## src/rtl/ifetch_pkg.sv

```systemverilog
// ifetch_pkg: shared constants and helpers for the instruction-fetch parcel
// front end.
//   PARCEL_W      width of one instruction parcel (halfword)
//   QDEPTH        number of parcel slots in the fetch queue
//   FULL_OP       low opcode bits [9:8] of a parcel that starts a 32-bit instruction
//   is_compressed returns 1 when a parcel is a complete 16-bit instruction
package ifetch_pkg;

   localparam int PARCEL_W = 16;
   localparam int QDEPTH   = 4;

   localparam logic [1:0] FULL_OP = 2'b11;

   function automatic logic is_compressed(input logic [PARCEL_W-1:0] parcel);
      return parcel[9:8] != FULL_OP;
   endfunction

endpackage

```

## src/rtl/parcel_queue.sv

```systemverilog
// parcel_queue: 4-entry x 16-bit parcel FIFO built as a shift buffer.
// Slot 0 is always the oldest parcel, so the head instruction can be read
// directly from slots 0 and 1.
// Ports:
//   clk, rst        clock, synchronous active-high reset (empties the queue)
//   flush           discard all entries; any push/pop this cycle is dropped
//   pop_n  [1:0]    parcels removed from the head this cycle (0..2)
//   push_n [1:0]    parcels appended this cycle (0..2)
//   push_d0/push_d1 first / second parcel to append
//   head0/head1     slot 0 / slot 1 contents
//   count  [2:0]    number of valid parcels (0..4)
module parcel_queue
   import ifetch_pkg::*;
(
   input  logic                clk,
   input  logic                rst,
   input  logic                flush,
   input  logic [1:0]          pop_n,
   input  logic [1:0]          push_n,
   input  logic [PARCEL_W-1:0] push_d0,
   input  logic [PARCEL_W-1:0] push_d1,
   output logic [PARCEL_W-1:0] head0,
   output logic [PARCEL_W-1:0] head1,
   output logic [2:0]          count
);

   logic [PARCEL_W-1:0] q     [QDEPTH];
   logic [PARCEL_W-1:0] q_nxt [QDEPTH];
   logic [2:0]          cnt;
   logic [2:0]          keep;
   logic [2:0]          src;

   // Survivors of the pop shift down to slot 0; pushed parcels land right
   // behind them. The caller never pushes into a queue that would overflow.
   always_comb begin
      keep = cnt - {1'b0, pop_n};
      src  = '0;
      for (int i = 0; i < QDEPTH; i++) begin
         q_nxt[i] = q[i];
         if (3'(i) < keep) begin
            src      = 3'(i) + {1'b0, pop_n};
            q_nxt[i] = q[src[1:0]];
         end else if (3'(i) == keep && push_n != 2'd0) begin
            q_nxt[i] = push_d0;
         end else if (3'(i) == keep + 3'd1 && push_n == 2'd2) begin
            q_nxt[i] = push_d1;
         end
      end
   end

   always_ff @(posedge clk) begin
      if (rst || flush) begin
         cnt <= '0;
      end else begin
         cnt <= cnt - {1'b0, pop_n} + {1'b0, push_n};
      end
   end

   // Parcel storage carries no reset; only the count decides validity.
   always_ff @(posedge clk) begin
      for (int i = 0; i < QDEPTH; i++) begin
         q[i] <= q_nxt[i];
      end
   end

   assign head0 = q[0];
   assign head1 = q[1];
   assign count = cnt;

endmodule

```

## src/rtl/ifetch_parcel_ctrl.sv

```systemverilog
// ifetch_parcel_ctrl: fetch sequencer and parcel buffer for the compressed-ISA
// front end. Issues word reads to the icache, splits returned words into
// parcels, and presents one aligned instruction per cycle to IF/ID.
// Ports:
//   clk, rst             clock, synchronous active-high reset
//   redirect/redirect_pc taken branch/jump: flush and refetch from redirect_pc
//   mem_req/mem_addr     word read request and word address [31:2]
//   mem_ready/mem_rdata  icache accepts the request and returns the word
//   ins_valid/ins        complete instruction (compressed: {16'b0, parcel})
//   ins_is_c/ins_pc      compressed flag and PC of ins
//   ins_ready            IF/ID consumes ins
module ifetch_parcel_ctrl
   import ifetch_pkg::*;
#(
   parameter logic [31:0] RESET_PC = 32'h0000_0000
) (
   input  logic        clk,
   input  logic        rst,
   input  logic        redirect,
   input  logic [31:0] redirect_pc,
   output logic        mem_req,
   output logic [29:0] mem_addr,
   input  logic        mem_ready,
   input  logic [31:0] mem_rdata,
   output logic        ins_valid,
   output logic [31:0] ins,
   output logic        ins_is_c,
   output logic [31:0] ins_pc,
   input  logic        ins_ready
);

   localparam logic [31:0] RESET_PC_HW = RESET_PC & 32'hFFFF_FFFE;

   logic [29:0]          fpc;
   logic                 skip;
   // PC of the queue head, kept as a full byte address with bit 0 held at 0.
   logic [31:0]          dpc;

   logic [31:0]          redir_pc_hw;
   logic [PARCEL_W-1:0]  head0;
   logic [PARCEL_W-1:0]  head1;
   logic [2:0]           q_count;
   logic                 head_c;
   logic                 ins_avail;
   logic                 want_word;
   logic                 fire;
   logic                 take;
   logic [1:0]           pop_n;
   logic [1:0]           push_n;
   logic [PARCEL_W-1:0]  push_d0;
   logic [PARCEL_W-1:0]  push_d1;

   assign redir_pc_hw = redirect_pc & 32'hFFFF_FFFE;

   assign head_c    = is_compressed(head0);
   assign ins_avail = (q_count >= 3'd1 && head_c) || q_count >= 3'd2;
   // Only fetch while a full word (2 parcels) is guaranteed to fit.
   assign want_word = q_count <= 3'd2;
   assign fire      = want_word && mem_ready;
   assign take      = ins_avail && ins_ready;

   assign pop_n   = !take ? 2'd0 : (head_c ? 2'd1 : 2'd2);
   assign push_n  = !fire ? 2'd0 : (skip ? 2'd1 : 2'd2);
   // After a redirect to an odd halfword the offset-0 parcel is dropped.
   assign push_d0 = skip ? mem_rdata[15:0] : mem_rdata[31:16];
   assign push_d1 = mem_rdata[15:0];

   parcel_queue u_queue (
      .clk     (clk),
      .rst     (rst),
      .flush   (redirect),
      .pop_n   (pop_n),
      .push_n  (push_n),
      .push_d0 (push_d0),
      .push_d1 (push_d1),
      .head0   (head0),
      .head1   (head1),
      .count   (q_count)
   );

   always_ff @(posedge clk) begin
      if (rst) begin
         fpc  <= RESET_PC[31:2];
         skip <= RESET_PC[1];
         dpc  <= RESET_PC_HW;
      end else if (redirect) begin
         fpc  <= redir_pc_hw[31:2];
         skip <= redir_pc_hw[1];
         dpc  <= redir_pc_hw;
      end else begin
         if (fire) begin
            fpc  <= fpc + 30'd1;
            skip <= 1'b0;
         end
         if (take) begin
            dpc <= dpc + (head_c ? 32'd2 : 32'd4);
         end
      end
   end

   // Outputs depend only on state, with rst forcing the idle values.
   always_comb begin
      mem_req   = 1'b0;
      mem_addr  = fpc;
      ins_valid = 1'b0;
      ins_is_c  = 1'b0;
      ins       = '0;
      ins_pc    = RESET_PC_HW;
      if (!rst) begin
         mem_req   = want_word;
         ins_valid = ins_avail;
         ins_is_c  = head_c;
         ins_pc    = dpc;
         if (ins_avail) begin
            ins = head_c ? {16'h0000, head0} : {head0, head1};
         end
      end
   end

endmodule

```

## config.mk

```make
export PLATFORM = sky130hd
export DESIGN_NAME = ifetch_parcel_ctrl
export DESIGN_NICKNAME = d
export VERILOG_FILES = /design/src/rtl/ifetch_pkg.sv /design/src/rtl/parcel_queue.sv /design/src/rtl/ifetch_parcel_ctrl.sv
export SDC_FILE = /design/constraint.sdc
export NUM_CORES = 1
export LEC_CHECK = 0
export ABC_CLOCK_PERIOD_IN_PS = 6600
export BUFFER_PORTS_ARGS = -buffer_cell sky130_fd_sc_hd__buf_2
export CAP_MARGIN = 20
export CORE_MARGIN = 8
export CORE_UTILIZATION = 45
export DETAILED_ROUTE_END_ITERATION = 6
export PLACE_DENSITY = 0.66
export REMOVE_ABC_BUFFERS = 1
export SYNTH_ARGS = -nofsm -noshare
export SYNTH_HDL_FRONTEND = slang
export SYNTH_HIERARCHICAL = 1
export SYNTH_SLANG_ARGS = --single-unit
```

## constraint.sdc

```tcl
create_clock -name clk -period 6.6 [get_ports clk]
set_input_delay 1.32 -clock clk [delete_from_list [all_inputs] [get_ports clk]]
set_output_delay 1.32 -clock clk [all_outputs]
set_load 0.02 [all_outputs]
```

Yosys cells after proc, flatten, opt, wreduce, memory -nomap -nowiden
Memories as Yosys holds them, arrays and structs flattened.
Index checks and enable logic that the tools add are counted.
W data, S select, Z words.
{"block": "classes", "n_addsub": 8, "n_lt_le_gt_ge": 7, "n_eq_ne": 10, "n_mux": 31, "reduce_logical": 19}
{"operator": "$mux W16", "count": 13}
{"operator": "$mux W32", "count": 6}
{"operator": "$mux W30", "count": 2}
{"operator": "$add A32 B3 Y32", "count": 1}
{"operator": "$add A30 B1 Y30 const B", "count": 1}
{"operator": "$eq A2 B3 Y1 const A", "count": 4}
{"operator": "$logic_and A1 B1 Y1", "count": 11}
{"operator": "$mux W2", "count": 4}
{"operator": "$eq A1 B3 Y1 const A", "count": 2}
{"operator": "$logic_not A3 Y1", "count": 2}
{"operator": "$lt A1 B3 Y1 const A", "count": 2}
{"operator": "$lt A2 B3 Y1 const A", "count": 2}
{"operator": "$ne A3 B3 Y1 const B", "count": 2}
{"operator": "$reduce_bool A2 Y1", "count": 3}
{"operator": "$mux W1", "count": 5}
{"operator": "$add A2 B2 Y2 const A", "count": 2}
{"operator": "$add A3 B1 Y3 const B", "count": 1}
{"operator": "$add A3 B2 Y3", "count": 1}
{"operator": "$ge A3 B1 Y1 const B", "count": 1}
{"operator": "$ge A3 B2 Y1 const B", "count": 1}
{"operator": "$le A3 B2 Y1 const B", "count": 1}
{"operator": "$mux W3", "count": 1}
{"operator": "$sub A3 B2 Y3", "count": 1}
{"operator": "$add A1 B2 Y2 const A", "count": 1}
{"operator": "4 further kinds", "count": 5}
{"block": "word_totals", "reg_bits": 66, "ramBits": 64, "inputBits": 69, "out_inout_bits": 97, "elab_cells": 81, "n_memories": 1}
{"memory": "u_queue.q", "words": 4, "width": 16, "read_ports": 6, "rd_clocked_by_memory_dff": 0, "wr": 4, "line_no": "parcel_queue.sv:27", "text": "logic [PARCEL_W-1:0] q [QDEPTH];"}

Depth between registers and ports, before layout
An unclocked memory read counts as a cell.
{"block": "logic_depth", "word_depth": 13, "mapped_depth": 17, "mapped_depth_nobuf": 10}

Modules after synthesis
Netlist, hierarchy kept.
{"mod": "parcel_queue", "instances": 1, "cells_per_inst": 590, "area_each_um2": 5088.6, "seq_area_each_um2": 1981.9}
{"mod": "ifetch_parcel_ctrl", "instances": 1, "cells_per_inst": 621, "area_each_um2": 4678.2, "seq_area_each_um2": 1241.2}

Worst setup path after synthesis
Ideal clock, no wire load.
{"block": "synth_path", "path_kind": "input-to-reg", "start": "input port ins_ready", "end": "memory u_queue.q[3][0], enable pin", "setup_ps": 414, "arrival_time_ps": 4418, "required_time_ps": 6186, "path_slack_ps": 1768, "stages": 9, "n_path_buf": 3, "cell_sequence": "o21ai_1 nor2_1 buf_2 buf_2 buf_2 inv_1 fa_1 inv_1 o31ai_1"}
{"element": "from (decl)", "line_no": "ifetch_parcel_ctrl.sv:29", "text": "input logic ins_ready"}
{"element": "to (decl)", "line_no": "parcel_queue.sv:27"}

==> Flow_metrics.wiki <==
{| class="wikitable"
! Metric !! Value
|-
| TritonCTS clock tree || done
|-
| Type of the worst min-delay path || reg -> reg
|-
| Met2 wirelength from detailed routing || 14820 um
|-
| Net switching power || 1.720 mW
|-
| Number of enable flip-flop cells after synthesis || 64
|-
| Highest clock rate || 0.1985 GHz
|-
| Clock insertion delay at the later pin of the skew report || 430 ps
|-
| Worst Setup Path Type || reg -> reg
|-
| Kind of start point of the critical path || flip-flop
|-
| # Max-Cap Violations || 0
|-
| Final std cell area, no fill || 0.01130 mm^2
|-
| PostCTS Resize Cnt || 0
|-
| Width of the die || 163.3 um
|-
| CORE AREA || 0.02155 mm^2
|-
| Number of failing setup endpoints in the final timing report || 0
|-
| Total standard cell area after synthesis || 0.009767 mm^2
|-
| Part of the Yosys area used for sequential elements || 0.3300
|-
| Number of placement rows || 54
|-
| # IOs || 166
|-
| Largest voltage drop on the vdd net || 247.5 uV
|-
| RSZ-0062 raised after global routing || false
|-
| Final Hold Fails || 0
|-
| Cell at the root of the clock tree || clkbuf_16
|-
| Status || complete, but fails checks
|-
| Slew Limit Fails || 0
|-
| Clock Tree Buf Depth || 2
|-
| Number of vias after detailed routing || 9765
|-
| Violation count after the first detailed-routing iteration || 923
|-
| Clock-pin transition on the worst setup and hold timing paths || 70 ps
|-
| DRC || 1
|-
| Post-synth top flop || dfxtp_1
|-
| Slew HR || 0.3063
|-
| Final weighted congestion in routability-driven placement || 0.8383
|-
| Async set-reset flop share out of synthesis || 0
|-
| Startpoint of the worst hold path || mem_addr[20]
|-
| Setup slack on the worst flop-to-flop path || 1560 ps
|-
| Internal power consumption || 2.327 mW
|-
| Power share of the sequential group || 0.353
|-
| Global-route congestion overflow total || 0
|-
| Number of sinks driven by the clock tree || 129
|-
| Synth-to-layout area growth || 15.67%
|-
| Antenna cells || 0
|-
| Arrival time worst endpoint || 5070 ps
|-
| CTS buffer count || 17
|-
| H-tree level count || 4
|-
| Combinational fraction of design power || 0.416
|-
| Post-synthesis cell count || 1211
|-
| Pin count of the biggest net entering global routing || 74
|-
| Detailed-placement wirelength estimate || 20780 um
|-
| Number of cells traversed by the worst hold path || 2
|-
| Critical register-to-register path endpoint || u_queue/q[0][9]
|-
| Total iterations of the first detailed-routing run || 7
|-
| Cell count of the worst reg-to-reg path || 9
|-
| Floorplan die area || 0.02668 mm^2
|-
| Number of buffers added for setup after CTS || 0
|-
| Worst Tran Pin Value || 1040 ps
|-
| Final-stage net count || 1389
|-
| Failing checks || design-rule violations
|-
| CTS hold repair buffers || 0
|-
| Initial Utilization || 0.4532
|-
| Total length of routed met3 wires || 2599 um
|-
| Synthesis-stage register bit count || 129
|-
| Share of total power consumed by net switching || 0.4250
|-
| Largest fanout on the critical path || 24
|-
| Global-route wire length before repair || 49130 um
|-
| Total Routed Length || 31590 um
|-
| Sum of negative setup slack || 0 ps
|-
| Type of destination of the critical path || flip-flop
|-
| Post-route met1 wirelength || 13740 um
|-
| Share of cells above drive strength 1 || 0.2006
|-
| Fin crit period || 5039 ps
|-
| Synth unique cells || 72
|-
| Area post-placement || 0.01068 mm^2
|-
| Most common library cell in the layout ignoring fill and taps || buf_2
|-
| Pleak || 4.191 nW
|-
| Crit Reg-Reg Startpoint || u_queue/q[0][9]
|-
| Count of port buffers added during placement || 163
|-
| Share of power burned in the clock network || 0.232
|-
| Worst Hold End || mem_addr[20]
|-
| Global-route total usage across every layer || 0.2306
|-
| Final period utilization || 0.7635
|-
| Required @ worst endpoint || 6630 ps
|-
| Uppermost signal routing layer after detailed routing || met4
|-
| Avg Synthesized Cell Area || 8.065 um^2
|-
| Number of antenna violations at the first check in global routing || 0
|-
| Top library cells by usage in the layout, fill and taps aside || 163 x buf_2, 154 x nand2_1, 138 x nor2_1
|-
| Routed via count divided by cell count || 6.080
|-
| DR WL/cell || 19.67 um
|-
| Setup skew after layout || 15.94 ps
|-
| Power density normalized to cell area || 358.2 mW/mm^2
|-
| Via count of the first global-routing pass || 9109
|-
| Yosys warns || 6
|-
| Number of nets with antenna violations after detailed routing || 0
|-
| Chip Height || 163.3 um
|}
-- final cells by class --
class	instances	area, um^2
Tap cell	280	350.3
Fill cell	2025	10260
Clock buffer	18	450.4
Timing Repair Buffer	184	989.7
Sequential cell	129	3223
Multi-Input combinational cell	955	6060
Clock inverter	14	126.4
Inverter	26	97.59
-- metrics by stage --
stage / std cells / setup slack, ps / power [mW] / util / hold WS (ps)
floorplan: 1110 / -4742 / 2.521 / - / 487.8
global placement: 1571 / 1601 / 3.061 / 0.4956 / 512.1
detailed placement: 1571 / 1612 / 3.086 / 0.4956 / 522.4
CTS: 1603 / 1498 / 4.033 / 0.5224 / 532.7
global route: 1606 / 1308 / 4.282 / 0.5242 / 543.7
finish: 1606 / 1561 / 4.047 / 0.5242 / 532.7
-- metal layers --
metal,up-vias,track usage
li1,4665,-
met1,4630,0.3022
met2,438,0.3747
met3,32,0.05141
met4,0,0.06380
met5,-,0
-- cell families after synthesis --
logic type               Yosys count  synth area share
AND/OR/NAND/NOR                  527            0.2604
AO/OA/AOI/OAI                    282            0.1984
flip-flops                       129            0.3300
multiplexers                     128            0.1359
buffers and inverters            127           0.05534
XOR/XNOR                          10          0.008967
adder cells (fa/ha/maj)            7           0.01050
other                              1         0.0003840
-- worst max-delay path, stage by stage (launching register included) --
cell and delay, ps:
edfxtp_1 610, and2_1 880, inv_2 460, nor2_4 220, inv_1 70, fa_1 460, xnor2_2 700, buf_4 430
nor3_4 60, nand2_1 760
-- synthesized netlist by cell type (all sizes together) (26+ instances only) --
| library cell | n | area, um^2 |
|---|---|---|
| buf | 39 | 209.0 |
| nor2b | 39 | 244.0 |
| clkbuf | 62 | 234.0 |
| edfxtp | 64 | 1922 |
| mux2i | 100 | 1001 |
| nand2 | 154 | 578.1 |
| nand4 | 26 | 162.7 |
| dfxtp | 65 | 1301 |
| mux2 | 27 | 304.0 |
| a31oi | 66 | 412.9 |
| o21ai | 49 | 249.0 |
| nor3 | 42 | 215.2 |
| a21oi | 38 | 193.9 |
| nor2 | 144 | 550.5 |
| a211oi | 30 | 225.2 |
-- power groups by stage --
stage / clock network, mW / logic, mW / registers, mW
2_1_floorplan: 0 / 1.14 / 1.38
3_3_place_gp: 0 / 1.63 / 1.43
3_5_place_dp: 0 / 1.65 / 1.44
4_1_cts: 0.951 / 1.66 / 1.42
5_1_grt: 0.990 / 1.83 / 1.46
6_report: 0.937 / 1.68 / 1.43
-- worst max path at each step --
stage	from	cells after the start	end	slack (ps)
2_1_floorplan	ins_ready	7	u_queue/q[1][0]	-4740
3_3_place_gp	u_queue/q[0][9]	9	u_queue/q[0][3]	1600
3_5_place_dp	u_queue/q[0][9]	9	u_queue/q[0][3]	1610
4_1_cts	u_queue/q[0][9]	5	ins[20]	1500
5_1_grt	u_queue/q[0][9]	9	u_queue/q[0][9]	1310
6_report	u_queue/q[0][9]	9	u_queue/q[0][9]	1560
-- state kept, by name, indices dropped and copies added (netlist names) --
name / cells
dpc: 31
mem_addr: 30
skip: 1
u_queue/count: 3
u_queue/q: 64
Power figures use the tool's default switching activity.
